<file path="src/rtl/collision_score.sv">
// -----------------------------------------------------------------------------
// collision_score
//   Game-state controller for a one-obstacle dodging game. It evaluates the
//   player and obstacle bounding boxes once per frame strobe, counts cleared
//   obstacles, tracks lives and sequences the IDLE / PLAY / HIT / OVER states.
//
// Parameters
//   LIVES      lives loaded at game start (1-3)
//   HIT_FRAMES frames the game stays frozen after a hit (1-255)
//   SCORE_W    score counter width
//
// Ports
//   i_clk                 base clock, sole clock domain
//   i_rst_n               asynchronous active-low reset
//   i_ani_stb             one-cycle frame strobe; decisions happen only here
//   i_start               start/restart request, sampled on strobe cycles
//   i_ob_x1/x2/y1/y2      obstacle box (left, right, top, bottom)
//   i_pl_x1/x2/y1/y2      player box (left, right, top, bottom)
//   o_animate             high while playing; enables obstacle motion
//   o_obs_rst             one-clock pulse sending the obstacle to its start
//   o_score               obstacles cleared this game (saturating)
//   o_lives               lives remaining
//   o_hit                 high while frozen after a hit
//   o_game_over           high once all lives are spent
// All outputs are registered and change on the clock after the deciding strobe.
// -----------------------------------------------------------------------------
module collision_score #(
   parameter int LIVES      = 3,
   parameter int HIT_FRAMES = 60,
   parameter int SCORE_W    = 10
) (
   input  logic               i_clk,
   input  logic               i_rst_n,
   input  logic               i_ani_stb,
   input  logic               i_start,
   input  logic [11:0]        i_ob_x1,
   input  logic [11:0]        i_ob_x2,
   input  logic [11:0]        i_ob_y1,
   input  logic [11:0]        i_ob_y2,
   input  logic [11:0]        i_pl_x1,
   input  logic [11:0]        i_pl_x2,
   input  logic [11:0]        i_pl_y1,
   input  logic [11:0]        i_pl_y2,
   output logic               o_animate,
   output logic               o_obs_rst,
   output logic [SCORE_W-1:0] o_score,
   output logic [1:0]         o_lives,
   output logic               o_hit,
   output logic               o_game_over
);

   typedef enum logic [1:0] {
      S_IDLE,
      S_PLAY,
      S_HIT,
      S_OVER
   } state_t;

   localparam logic [1:0] LIVES_INIT = 2'(LIVES);
   localparam logic [7:0] HIT_INIT   = 8'(HIT_FRAMES);

   state_t             state_q,     state_d;
   logic [SCORE_W-1:0] score_q,     score_d;
   logic [1:0]         lives_q,     lives_d;
   logic [7:0]         timer_q,     timer_d;
   logic               prev_past_q, prev_past_d;
   logic               obs_rst_q,   obs_rst_d;
   logic               animate_q,   animate_d;
   logic               hit_q,       hit_d;
   logic               over_q,      over_d;

   // ---------------------------------------------------------------------------
   // Geometry. An obstacle whose left edge has wrapped past the screen edge
   // (x1 > x2) is clipped to start at column 0 and is never counted as past.
   // ---------------------------------------------------------------------------
   logic        ob_wrap;
   logic [11:0] ob_x1_eff;
   logic        overlap;
   logic        past;

   assign ob_wrap   = (i_ob_x1 > i_ob_x2);
   assign ob_x1_eff = ob_wrap ? 12'd0 : i_ob_x1;
   assign overlap   = (ob_x1_eff <= i_pl_x2) && (i_pl_x1 <= i_ob_x2) &&
                      (i_ob_y1   <= i_pl_y2) && (i_pl_y1 <= i_ob_y2);
   assign past      = !ob_wrap && (ob_x1_eff > i_pl_x2);

   // ---------------------------------------------------------------------------
   // Next-state logic
   // ---------------------------------------------------------------------------
   always_comb begin
      // NOTE: every variable gets a default before any branch; a path that
      // leaves one unassigned would infer a latch.
      state_d     = state_q;
      score_d     = score_q;
      lives_d     = lives_q;
      timer_d     = timer_q;
      prev_past_d = prev_past_q;
      obs_rst_d   = 1'b0;

      if (i_ani_stb) begin
         unique case (state_q)
            S_IDLE, S_OVER: begin
               if (i_start) begin
                  state_d     = S_PLAY;
                  score_d     = '0;
                  lives_d     = LIVES_INIT;
                  timer_d     = 8'd0;
                  prev_past_d = 1'b0;
                  obs_rst_d   = 1'b1;
               end
            end

            S_PLAY: begin
               prev_past_d = past;
               if (overlap) begin
                  // A hit takes priority over a simultaneous pass.
                  state_d = S_HIT;
                  timer_d = HIT_INIT;
                  if (lives_q != 2'd0) lives_d = lives_q - 2'd1;
               end else if (past && !prev_past_q && !(&score_q)) begin
                  score_d = score_q + SCORE_W'(1);
               end
            end

            S_HIT: begin
               if (timer_q != 8'd0) timer_d = timer_q - 8'd1;
               if (timer_q == 8'd1) begin
                  if (lives_q == 2'd0) begin
                     state_d = S_OVER;
                  end else begin
                     state_d     = S_PLAY;
                     prev_past_d = 1'b0;
                     obs_rst_d   = 1'b1;
                  end
               end
            end

            default: state_d = S_IDLE;
         endcase
      end

      // Status flags follow the next state so they are valid from a flop.
      animate_d = (state_d == S_PLAY);
      hit_d     = (state_d == S_HIT);
      over_d    = (state_d == S_OVER);
   end

   // ---------------------------------------------------------------------------
   // State registers
   // ---------------------------------------------------------------------------
   always_ff @(posedge i_clk or negedge i_rst_n) begin
      // NOTE: non-blocking assignments so every flop samples the values from
      // before this edge, independent of statement order.
      if (!i_rst_n) begin
         state_q     <= S_IDLE;
         score_q     <= '0;
         lives_q     <= LIVES_INIT;
         timer_q     <= 8'd0;
         prev_past_q <= 1'b0;
         obs_rst_q   <= 1'b0;
         animate_q   <= 1'b0;
         hit_q       <= 1'b0;
         over_q      <= 1'b0;
      end else begin
         state_q     <= state_d;
         score_q     <= score_d;
         lives_q     <= lives_d;
         timer_q     <= timer_d;
         prev_past_q <= prev_past_d;
         obs_rst_q   <= obs_rst_d;
         animate_q   <= animate_d;
         hit_q       <= hit_d;
         over_q      <= over_d;
      end
   end

   assign o_animate   = animate_q;
   assign o_obs_rst   = obs_rst_q;
   assign o_score     = score_q;
   assign o_lives     = lives_q;
   assign o_hit       = hit_q;
   assign o_game_over = over_q;

endmodule
</file>
<file path="config.mk">
export PLATFORM = sky130hd
export DESIGN_NAME = collision_score
export DESIGN_NICKNAME = d
export VERILOG_FILES = /design/src/rtl/collision_score.sv
export SDC_FILE = /design/constraint.sdc
export NUM_CORES = 1
export LEC_CHECK = 0
export ABC_AREA = 0
export CAP_MARGIN = 20
export CORE_MARGIN = 8
export CORE_UTILIZATION = 42
export CTS_BUF_LIST = sky130_fd_sc_hd__clkbuf_2 sky130_fd_sc_hd__clkbuf_4 sky130_fd_sc_hd__clkbuf_8
export CTS_CLUSTER_SIZE = 14
export DETAILED_ROUTE_END_ITERATION = 8
export GPL_TIMING_DRIVEN = 0
export PLACE_DENSITY = 0.77
export REMOVE_ABC_BUFFERS = 1
export SKIP_LAST_GASP = 1
export SYNTH_ARGS = -nofsm -noshare
export SYNTH_HDL_FRONTEND = slang
export SYNTH_SLANG_ARGS = --single-unit
</file>
<file path="constraint.sdc">
create_clock -name i_clk -period 2.15 [get_ports i_clk]
set_input_delay 0.43 -clock i_clk [delete_from_list [all_inputs] [get_ports i_clk]]
set_output_delay 0.43 -clock i_clk [all_outputs]
set_load 0.01 [all_outputs]
</file>
==> impl_metrics.tcl, run 1 <==
set metrics [dict create \
    fmax_mhz 267.3 \
    dr.pass1.iters 4 \
    synth_top_area_share_pct 26.45 \
    syn_area_per_cell_um2 8.275 \
    grt_antenna_before_repair 1 \
    r2r_setup_slack_ns -0.64 \
    n_fill_cell 527 \
    ys_types 51 \
    cp-endpoint "timer_q[1]" \
    place_area_um2 4456 \
    powerDensity_nw_per_um2 601.1 \
    insertion_delay_ns 0.28 \
    switching_power_mw 1.434 \
    cts-root-buf "clkbuf_8" \
    grt-busiest-layer "met2" \
    reg2reg_depth 8 \
    ys.flop_type "dfrtp_1" \
    gp_congestion 0.8544 \
    p_leak_nw 2.445 \
    synthArstFlopShare_pct 100.0 \
    internal_power_mw 1.759 \
    maxCapViolations 0 \
    cts_tree "yes" \
    grt_max_degree 17 \
    finalSetupViolations 26 \
    die_x_um 102.9 \
    worstReg2RegEnd "timer_q[2]" \
    grt.met2_usage_pct 37.76 \
    clk_path_buf_depth 2 \
    ys_seq_elements 27 \
    drt_iter0_drc 77 \
    max_slew_margin_pct 49.65 \
    routed_wl_um 11740 \
    ff_latch_area_um2 678.2 \
    gr-usage-all-layers_pct 20.45 \
    grtUsageMet3_pct 3.241 \
    dieArea_um2 10580 \
    violations "setup timing" \
    portBuffers 115 \
    die_y_um 102.9 \
    syn_to_final_growth_pct 67.59 \
    final-hold-violation-count 0 \
    yosysSeqAreaShare_pct 21.40 \
    grt_pass1_wl_um 17420 \
    cts_max_level 1 \
    hold_class "reg -> reg" \
    fin_crit_sh_pct 174.0 \
    switching_share_pct 44.91 \
    cts-buffers-inserted 3 \
    drive_above_1_share_pct 26.89 \
    worst_pin_slew_ns 0.7517 \
    cp-end-kind "flop" \
    cts.sinks 27 \
    grt_pass1_vias 3692 \
    initial_core_util_pct 43.46 \
    min_period_ns 3.742 \
    ir_drop_uv 736.9 \
    ys_top_cells_by_area "ha_1 (26%), dfrtp_1 (20%), inv_1 (7.2%)" \
    fin_skew_ns 0.004374 \
    rows 31 \
    nets 711 \
    ios 116 \
    synth_enable_flop_cells 0 \
    path_max_fanout 7 \
    overflow 0 \
    arrival_ns 3.94 \
    wl_per_cell_um 18.25 \
    final_cell_area_um2 5311 \
    whs_ns 0.5150 \
    setup_slack_ns -1.592 \
    clk_pin_slew_worst_paths_ns 0.09 \
    viasPerCell 5.639 \
    via_count 3626 \
    power_frac_comb_pct 66.2 \
    hpwl_um 7925 \
    drc 0 \
    finalPower_mw 3.193 \
    syn_inst 383 \
    clockPowerShare_pct 9.7 \
    startpoint "i_ob_x2[1]" \
    status "finished with violations" \
    r2r-start "state_q[0]" \
    postRouteAntennaNets 0 \
    multi_input_area_um2 2700 \
    tns_ns -38.32 \
    synth_top_area_cell "ha_1" \
    critPathKind "in -> reg" \
    met1_usage_pct 22.50 \
    core_um2 7292 \
    startpoint_type "input port" \
    yosys_warnings 0 \
    sequentialPowerShare_pct 24.1 \
    syn-cell-area_um2 3169 \
    maxSlewViolCount 0 \
    rsz0062_at_grt "true" \
    crit_required_ns 2.35 \
]
[timing repair]
action | 4_1_cts | 5_1_grt
gates resized for setup | 120 | 50
pin swaps | 36 | 29
setup buffers | 36 | 10
hold buffers | 0 | 0
setup endpoints to repair | 26 | 26
cloned | 1 | 0
hold endpoints to repair | 0 | 0
[state kept, by name, summed over array words and instances (netlist names)]
signal and flops:
o_animate 1, o_game_over 1, o_hit 1, o_lives 2, o_obs_rst 1, o_score 10, prev_past_q 1, state_q 2
timer_q 8
[power by group through the flow]
| stage | combinational, mW | clock (mW) | sequential [mW] |
|---|---|---|---|
| after global placement | 1.42 | 0 | 0.748 |
| after floorplan | 0.919 | 0 | 0.755 |
| after CTS | 1.79 | 0.308 | 0.752 |
| final | 2.11 | 0.309 | 0.771 |
| after detailed placement | 1.48 | 0 | 0.756 |
| after global routing | 2.29 | 0.327 | 0.788 |
[final cells by class]
class / count / share of cell area [%]
multi-input combinational: 288 / 50.84
timing repair buffer: 162 / 28.67
sequential: 27 / 12.77
inverter: 62 / 4.429
tap: 99 / 2.332
clock buffer: 3 / 0.7774
clock inverter: 1 / 0.1413
antenna: 1 / 0.04711
[routing by layer]
layer | wire length, um | share of wire [%] | vias up
met3 | 698 | 5.9 | 55
met5 | 0 | 0 | -
li1 | - | - | 1710
met2 | 5881 | 50 | 159
met4 | 582 | 5.0 | 0
met1 | 4575 | 39 | 1702
[worst max-delay path: stages]
cell and delay [ns]:
buf_6 0.09, inv_4 0.05, ha_4 0.20, nor2b_1 0.13, o21a_1 0.18, o21a_1 0.19
o21ai_2 0.19, a31oi_4 0.16, buf_8 0.16, nor2b_1 0.19, ha_1 0.33, a21oi_1 0.25
a211oi_2 0.11, o31a_1 0.36, buf_4 0.17, o41ai_4 0.21, buf_6 0.20, nand2_8 0.08
o31ai_4 0.26
[cells in the mapped netlist, types with 4 or more instances]
master,number
ha_1,67
inv_1,61
a21oi_1,31
dfrtp_1,25
nand2_1,20
nand3_1,17
nor2b_1,17
nand4_1,16
a21o_1,10
o21ai_0,10
o31ai_1,9
nor2_1,8
o21ai_1,7
nand2b_1,6
o211ai_1,6
a21boi_1,5
nor3_1,5
or3_1,5
a211oi_1,4
mux2i_1,4
o31a_1,4
or4_1,4
[per-stage QoR]
| step | instances | utilization (%) | setup WS, ns |
|---|---|---|---|
| floorplan | 377 | - | -2.207 |
| global placement | 591 | 60.60 | -3.549 |
| detailed placement | 593 | 61.10 | -2.607 |
| CTS | 634 | 69.08 | -1.416 |
| global route | 643 | 72.84 | -1.820 |
| finish | 643 | 72.84 | -1.592 |
[cells in the final DEF (no fill, tap or decap), types with 4 or more instances in the layout]
master,count
a21boi_2,4
a21o_1,10
a21oi_1,28
buf_2,10
buf_4,32
buf_6,11
clkbuf_2,6
clkdlybuf4s50_1,91
dfrtp_1,25
ha_1,53
ha_4,12
inv_1,50
inv_2,11
mux2i_1,4
nand2_1,18
nand2b_1,4
nand3_1,17
nand4_1,16
nor2_1,8
nor2b_1,15
nor3_1,4
o211ai_1,6
o21ai_0,7
o21ai_1,5
o21ai_2,4
o31a_1,4
o31ai_1,4
o31ai_2,4
or3_1,5
or4_4,4
[kinds of logic after synthesis]
| kind of cell | Yosys count | synth area share [%] |
|---|---|---|
| and+or+nand+nor | 117 | 20.96 |
| AOI/OAI and AO/OA | 100 | 21.79 |
| buffers and inverters | 68 | 8.132 |
| adders and majority gates | 67 | 26.45 |
| DFF | 27 | 21.40 |
| muxes | 4 | 1.263 |
[worst min path at each step]
stage,slack [ns],to,cells after the start,startpoint
floorplan,0.13,o_animate,0,i_rst_n
global placement,0.49,timer_q[6],1,timer_q[6]
detailed placement,0.49,timer_q[6],1,timer_q[6]
CTS,0.52,timer_q[6],1,timer_q[6]
global route,0.54,o_lives[0],2,o_lives[0]
finish,0.52,timer_q[6],1,timer_q[6]
Power figures use the tool's default switching activity.
==> run 2: changes to the inputs <==
--- a/config.mk
+++ b/config.mk
@@ -5,15 +5,15 @@
 export SDC_FILE = /design/constraint.sdc
 export NUM_CORES = 1
 export LEC_CHECK = 0
-export ABC_AREA = 0
+export ABC_AREA = 1
 export CAP_MARGIN = 20
 export CORE_MARGIN = 8
-export CORE_UTILIZATION = 42
+export CORE_UTILIZATION = 43
 export CTS_BUF_LIST = sky130_fd_sc_hd__clkbuf_2 sky130_fd_sc_hd__clkbuf_4 sky130_fd_sc_hd__clkbuf_8
 export CTS_CLUSTER_SIZE = 14
 export DETAILED_ROUTE_END_ITERATION = 8
 export GPL_TIMING_DRIVEN = 0
-export PLACE_DENSITY = 0.77
+export PLACE_DENSITY = 0.78
 export REMOVE_ABC_BUFFERS = 1
 export SKIP_LAST_GASP = 1
 export SYNTH_ARGS = -nofsm -noshare
==> run 2 against run 1 <==
  * The flow still finishes with violations (setup timing)
  * Clock-buffer cell count up 1
  * Global-route usage down 1.6 points
  * Sequential cell count unchanged
  * Hold slack worse by 0.033 ns
  * First-iteration DRC count up 34%
  * Cell count up 15%
  * Synthesized cell count up 29%
  * Maximum frequency up 22%
  * Design area down 2.3%
  * Critical path type unchanged
  * Critical endpoint is now o_score[0]
==> impl_metrics.tcl, run 2 <==
set metrics [dict create \
    status "finished with violations" \
    violations "setup timing" \
    largest_reg_flops 10 \
    grt_antenna_before_repair 1 \
    syn-cell-area_um2 3354 \
    clk_path_buf_depth 2 \
    multi_input_area_um2 2566 \
    synth_common_cells "inv_1 (122), nand2_1 (96), ha_1 (67)" \
    place_area_um2 4624 \
    insertion_delay_ns 0.28 \
    final-hold-violation-count 0 \
    ys_types 36 \
    routed_wl_um 10460 \
    gp_congestion 0.8582 \
    final_common_cell "inv_1" \
    n_fill_cell 593 \
    max_slew_margin_pct 54.78 \
    worst_pin_slew_ns 0.6751 \
    viasPerCell 4.966 \
    rows 32 \
    die_x_um 104.3 \
    portBuffers 115 \
    min_period_ns 3.056 \
    postRouteAntennaNets 0 \
    crit_required_ns 2.36 \
    fmax_mhz 327.2 \
    drive_above_1_share_pct 23.78 \
    syn_to_final_growth_pct 54.64 \
    grt_pass1_wl_um 17620 \
    grt_pass1_vias 3972 \
    syn_inst 495 \
    cts-root-buf "clkbuf_8" \
    initial_core_util_pct 43.86 \
    ys.flop_type "dfrtp_1" \
    dr.pass1.iters 4 \
    clk_pin_slew_worst_paths_ns 0.09 \
    wl_per_cell_um 14.17 \
    cts_tree "yes" \
    maxSlewViolCount 0 \
    syn_area_per_cell_um2 6.777 \
    dieArea_um2 10880 \
    cts-buffers-inserted 3 \
    yosys_warnings 0 \
    critPathKind "in -> reg" \
    ff_latch_area_um2 678.2 \
    cts_max_level 1 \
    cp-end-kind "flop" \
    cts.sinks 27 \
    die_y_um 104.3 \
    synthArstFlopShare_pct 100.0 \
    ys_seq_elements 27 \
    arrival_ns 3.27 \
    synth_enable_flop_cells 0 \
    drt_iter0_drc 103 \
    yosysMostFrequentCell "inv_1" \
    rsz0062_at_grt "true" \
    p_leak_nw 2.669 \
    nets 803 \
    finalPower_mw 3.619 \
    most-common-layout-cells "inv_1 (104), clkdlybuf4s50_1 (91), nand2_1 (80)" \
    hpwl_um 7756 \
    synth_top_area_share_pct 24.99 \
    fin_skew_ns 0.004545 \
    maxCapViolations 0 \
    gr-usage-all-layers_pct 18.87 \
    path_max_fanout 5 \
    overflow 0 \
    cts-hold-fix-buffers 0 \
    grt_max_degree 20 \
    startpoint_type "input port" \
    drc 0 \
    ir_drop_uv 398.0 \
    core_um2 7647 \
    via_count 3665 \
    setup_slack_ns -0.9063 \
    finalSetupViolations 26 \
    ys_top_cells_by_area "ha_1 (25%), dfrtp_1 (19%), inv_1 (14%)" \
    fin_crit_sh_pct 142.2 \
    final_cell_area_um2 5187 \
    powerDensity_nw_per_um2 697.7 \
    synth_top_area_cell "ha_1" \
    hold_class "in -> async" \
    reg2reg_depth 10 \
    ios 116 \
    yosysSeqAreaShare_pct 20.22 \
]
==> run 2: kinds of logic (layout without fill, tap and decap cells) <==
family,Yosys count,after routing,share of synthesized area [%]
compound gates,68,68,12.42
buf+inv,129,265,14.85
other cells,0,1,0
xor+xnor,10,10,2.611
fa+ha+maj,67,67,24.99
flops,27,27,20.22
simple gates,194,198,24.92
==> run 2: final timing paths <==
kind	startpoint	end	slack [ns]
min in group i_clk	timer_q[7]	timer_q[7]	0.51
hold reg to reg	timer_q[7]	timer_q[7]	0.51
max in group asynchronous	i_rst_n	o_lives[0]	1.12
setup reg to reg	state_q[1]	o_score[0]	-0.44
hold / removal	i_rst_n	o_score[4]	0.48
setup / recovery	i_ob_x2[4]	o_score[0]	-0.91
==> run 2: power by group <==
part           total, mW  internal (mW)  switching [mW]
Clock              0.310          0.146           0.164
Combinational       2.43           1.04            1.39
Sequential         0.880          0.720           0.159
==> run 2: cell type report <==
cell class	count	area share, %
Antenna cell	1	0.04824
Inverter	123	9.190
Multi-Input combinational cell	343	49.47
Tap cell	102	2.460
Clock buffer	4	0.9407
Sequential cell	27	13.07
Timing Repair inverter	1	0.1447
Timing Repair Buffer	137	24.67
==> run 2: through the flow <==
step	worst slack, ns	instances	utilization [%]	TNS, ns	hold WS, ns
final	-0.9063	738	67.83	-21.79	0.4824
after global routing	-1.096	738	67.83	-25.96	0.5056
after CTS	-0.7150	731	66.02	-16.08	0.4938
after detailed placement	-1.786	707	60.47	-42.13	0.4800
after global placement	-1.667	706	60.11	-39.98	0.4715
after floorplan	-0.7927	489	-	-18.79	0.1344
==> run 2: per-layer routing <==
layer  routed length [um]  part of all wire (%)  GRT usage [%]  up-vias
met2                 5244                    50          34.11      138
li1                     -                     -              -     1847
met3                  592                   5.7          4.833       39
met1                 4116                    39          20.12     1641
met5                    0                     0              0        -
met4                  503                   4.8          8.273        0
==> run 2: timing repair <==
| item | 4_1_cts | 5_1_grt |
|---|---|---|
| resized for setup | 174 | 28 |
| pin swaps | 34 | 31 |
| buffers inserted | 15 | 6 |
| setup endpoints to repair | 26 | 26 |
| cloned | 5 | 0 |
==> run 2: worst max-delay path: stages <==
cell and delay [ns]:
buf_2 0.09, inv_2 0.04, ha_4 0.25, nand4_1 0.20
nor2_1 0.19, nand2_1 0.11, nand3_2 0.11, nand2_4 0.08
clkinvlp_4 0.14, nor2_1 0.07, ha_1 0.27, nand2_1 0.04
nor2_1 0.12, and2_4 0.18, nand2_2 0.05, nand3_2 0.08
nand2_4 0.07, buf_4 0.14, buf_6 0.11, inv_6 0.05
nand3_4 0.13, nand2_4 0.14, nand3_2 0.07, o21ai_1 0.09
==> run 3: changes to the inputs <==
--- a/config.mk
+++ b/config.mk
@@ -16,6 +16,7 @@
 export PLACE_DENSITY = 0.78
 export REMOVE_ABC_BUFFERS = 1
 export SKIP_LAST_GASP = 1
+export SLEW_MARGIN = 40
 export SYNTH_ARGS = -nofsm -noshare
 export SYNTH_HDL_FRONTEND = slang
 export SYNTH_SLANG_ARGS = --single-unit
==> run 3 against run 2 <==
  * The flow still finishes with violations (setup timing)
  * Via count grew 0.27%
  * Hold slack worse by 0.34 ns
  * Die area unchanged
  * First-iteration DRC count rose by 20%
  * Clock skew is 0.00065 ns higher
  * Critical path depth is 1 lower
  * Maximum frequency down 1.1%
  * Combinational power grew 3%
  * Cell count up 0.14%
  * Design area is 0.46% higher
  * Sequential cell count did not move
  * Sequential power hardly changed
  * Largest cell class unchanged
  * Largest power group unchanged
==> impl_metrics.tcl, run 3 (synthesis gave the netlist of run 2 again) <==
set metrics [dict create \
    status "finished with violations" \
    violations "setup timing" \
    syn_to_final_growth_pct 55.35 \
    dr.pass1.iters 4 \
    drive_above_1_share_pct 23.94 \
    clockPowerShare_pct 8.4 \
    clk_pin_slew_worst_paths_ns 0.09 \
    power_frac_comb_pct 67.9 \
    internal_power_mw 1.934 \
    cts-root-buf "clkbuf_8" \
    largest_reg_flops 10 \
    cpPeakStageDelay_ns 0.25 \
    ir_drop_uv 412.5 \
    switching_power_mw 1.769 \
    grt_max_degree 28 \
    viasPerCell 4.973 \
    fin_skew_ns 0.005197 \
    min_period_ns 3.091 \
    wl_per_cell_um 14.66 \
    maxCapViolations 0 \
    routed_wl_um 10840 \
    portBuffers 115 \
    final_common_cell "inv_1" \
    rows 32 \
    gr-usage-all-layers_pct 19.04 \
    tns_ns -21.56 \
    finalPower_mw 3.703 \
    sequentialPowerShare_pct 23.7 \
    top_layer "met4" \
    core_um2 7647 \
    switching_share_pct 47.76 \
    wl_met2_um 5586 \
    startpoint_type "input port" \
    grt_pass1_wl_um 17540 \
    whs_ns 0.1418 \
    clk_path_buf_depth 2 \
    via_count 3675 \
    crit_top_cell "nand2_4" \
    crit_required_ns 2.36 \
    rsz0062_at_grt "true" \
    initial_core_util_pct 43.86 \
    max_slew_margin_pct 59.53 \
    preCtsSetupSlack_ns -1.815 \
    drt_iter0_drc 124 \
    cts_max_level 1 \
    most-common-layout-cells "inv_1 (105), clkdlybuf4s50_1 (90), nand2_1 (80)" \
    critPathTopFamily "simple AND/OR/NAND/NOR gates" \
    finalSetupViolations 26 \
    final-hold-violation-count 0 \
    crit_buf_inv 5 \
    cp-end-kind "flop" \
    gp_congestion 0.8582 \
    path_max_fanout 5 \
    cts_tree "yes" \
    postRouteAntennaNets 0 \
    grt_pass1_vias 3924 \
    p_leak_nw 2.693 \
    maxSlewViolCount 0 \
    die_x_um 104.3 \
    wl_met1_um 4225 \
    setup_slack_ns -0.9413 \
    cp_slowest_cell "ha_4" \
    dp_cells 706 \
    drc 0 \
    fmax_mhz 323.5 \
    ios 116 \
    fin_crit_sh_pct 143.8 \
    critPathKind "in -> reg" \
    cts.sinks 27 \
    nets 803 \
    hold_class "in -> async" \
    arrival_ns 3.31 \
    worst_pin_slew_ns 0.6071 \
    cts-buffers-inserted 3 \
    grt_antenna_before_repair 2 \
    cts-hold-fix-buffers 0 \
    crit_chain "buf_6 -> inv_4 -> ha_4 -> nand4_1 -> nor4_4 -> nand2_1 -> nand2_4 -> clkinvlp_4 -> nor2_2 -> ha_1 -> nand2_1 -> nor2_2 -> and2_4 -> nand2_2 -> nand3_2 -> nand2_4 -> nand2_4 -> buf_6 -> nor2_4 -> nor2_4 -> o21ai_4 -> inv_2 -> a21oi_2" \
    powerDensity_nw_per_um2 710.5 \
    final_cells 739 \
    hpwl_um 7644 \
    overflow 0 \
    die_y_um 104.3 \
    insertion_delay_ns 0.28 \
    wl_met3_um 595 \
    dieArea_um2 10880 \
]
## run 3: cell type report
class | instances | area (um2)
Antenna cell | 2 | 5.005
Fill cell | 595 | 2436
Clock buffer | 4 | 48.80
Timing Repair Buffer | 137 | 1266
Multi-Input combinational cell | 343 | 2599
Tap cell | 102 | 127.6
Timing Repair inverter | 1 | 7.507
Inverter | 123 | 479.2
Sequential cell | 27 | 678.2
## run 3: metal layers
metal / global-route usage, % / vias to the layer above
met3: 4.275 / 35
met2: 34.61 / 139
met4: 9.204 / 0
met1: 20.20 / 1656
met5: 0 / -
li1: - / 1845
## run 3: worst paths after layout
path	start	endpoint	slack, ns	cells after the start
max	i_ob_x2[5]	o_hit	-0.94	23
max in group asynchronous	i_rst_n	timer_q[0]	1.60	1
min	i_rst_n	o_score[3]	0.14	1
min reg2reg	o_lives[1]	o_lives[1]	0.51	2
max reg2reg	state_q[1]	o_score[1]	-0.71	10
min in group i_clk	o_lives[1]	o_lives[1]	0.51	2
## run 3: stage by stage
stage               util, %  area [um2]
floorplan                 -        3318
finish                68.14        5211
CTS                   65.48        5007
global route          68.14        5211
global placement      60.11        4597
detailed placement    60.05        4592
## run 3: timing repair
item | CTS | global route
endpoints found under the setup margin | 26 | 26
pin swaps | 38 | 19
hold endpoints to repair | 0 | 0
buffers inserted | 15 | 7
cloned | 5 | 0
gates resized for setup | 171 | 44
## run 3: power groups by stage
| stage | clock network (mW) | logic [mW] | registers, mW |
|---|---|---|---|
| finish | 0.310 | 2.51 | 0.879 |
| global route | 0.333 | 2.77 | 0.911 |
| CTS | 0.316 | 2.22 | 0.877 |
| detailed placement | 0 | 1.96 | 0.885 |
| global placement | 0 | 1.90 | 0.879 |
| floorplan | 0 | 1.19 | 0.916 |
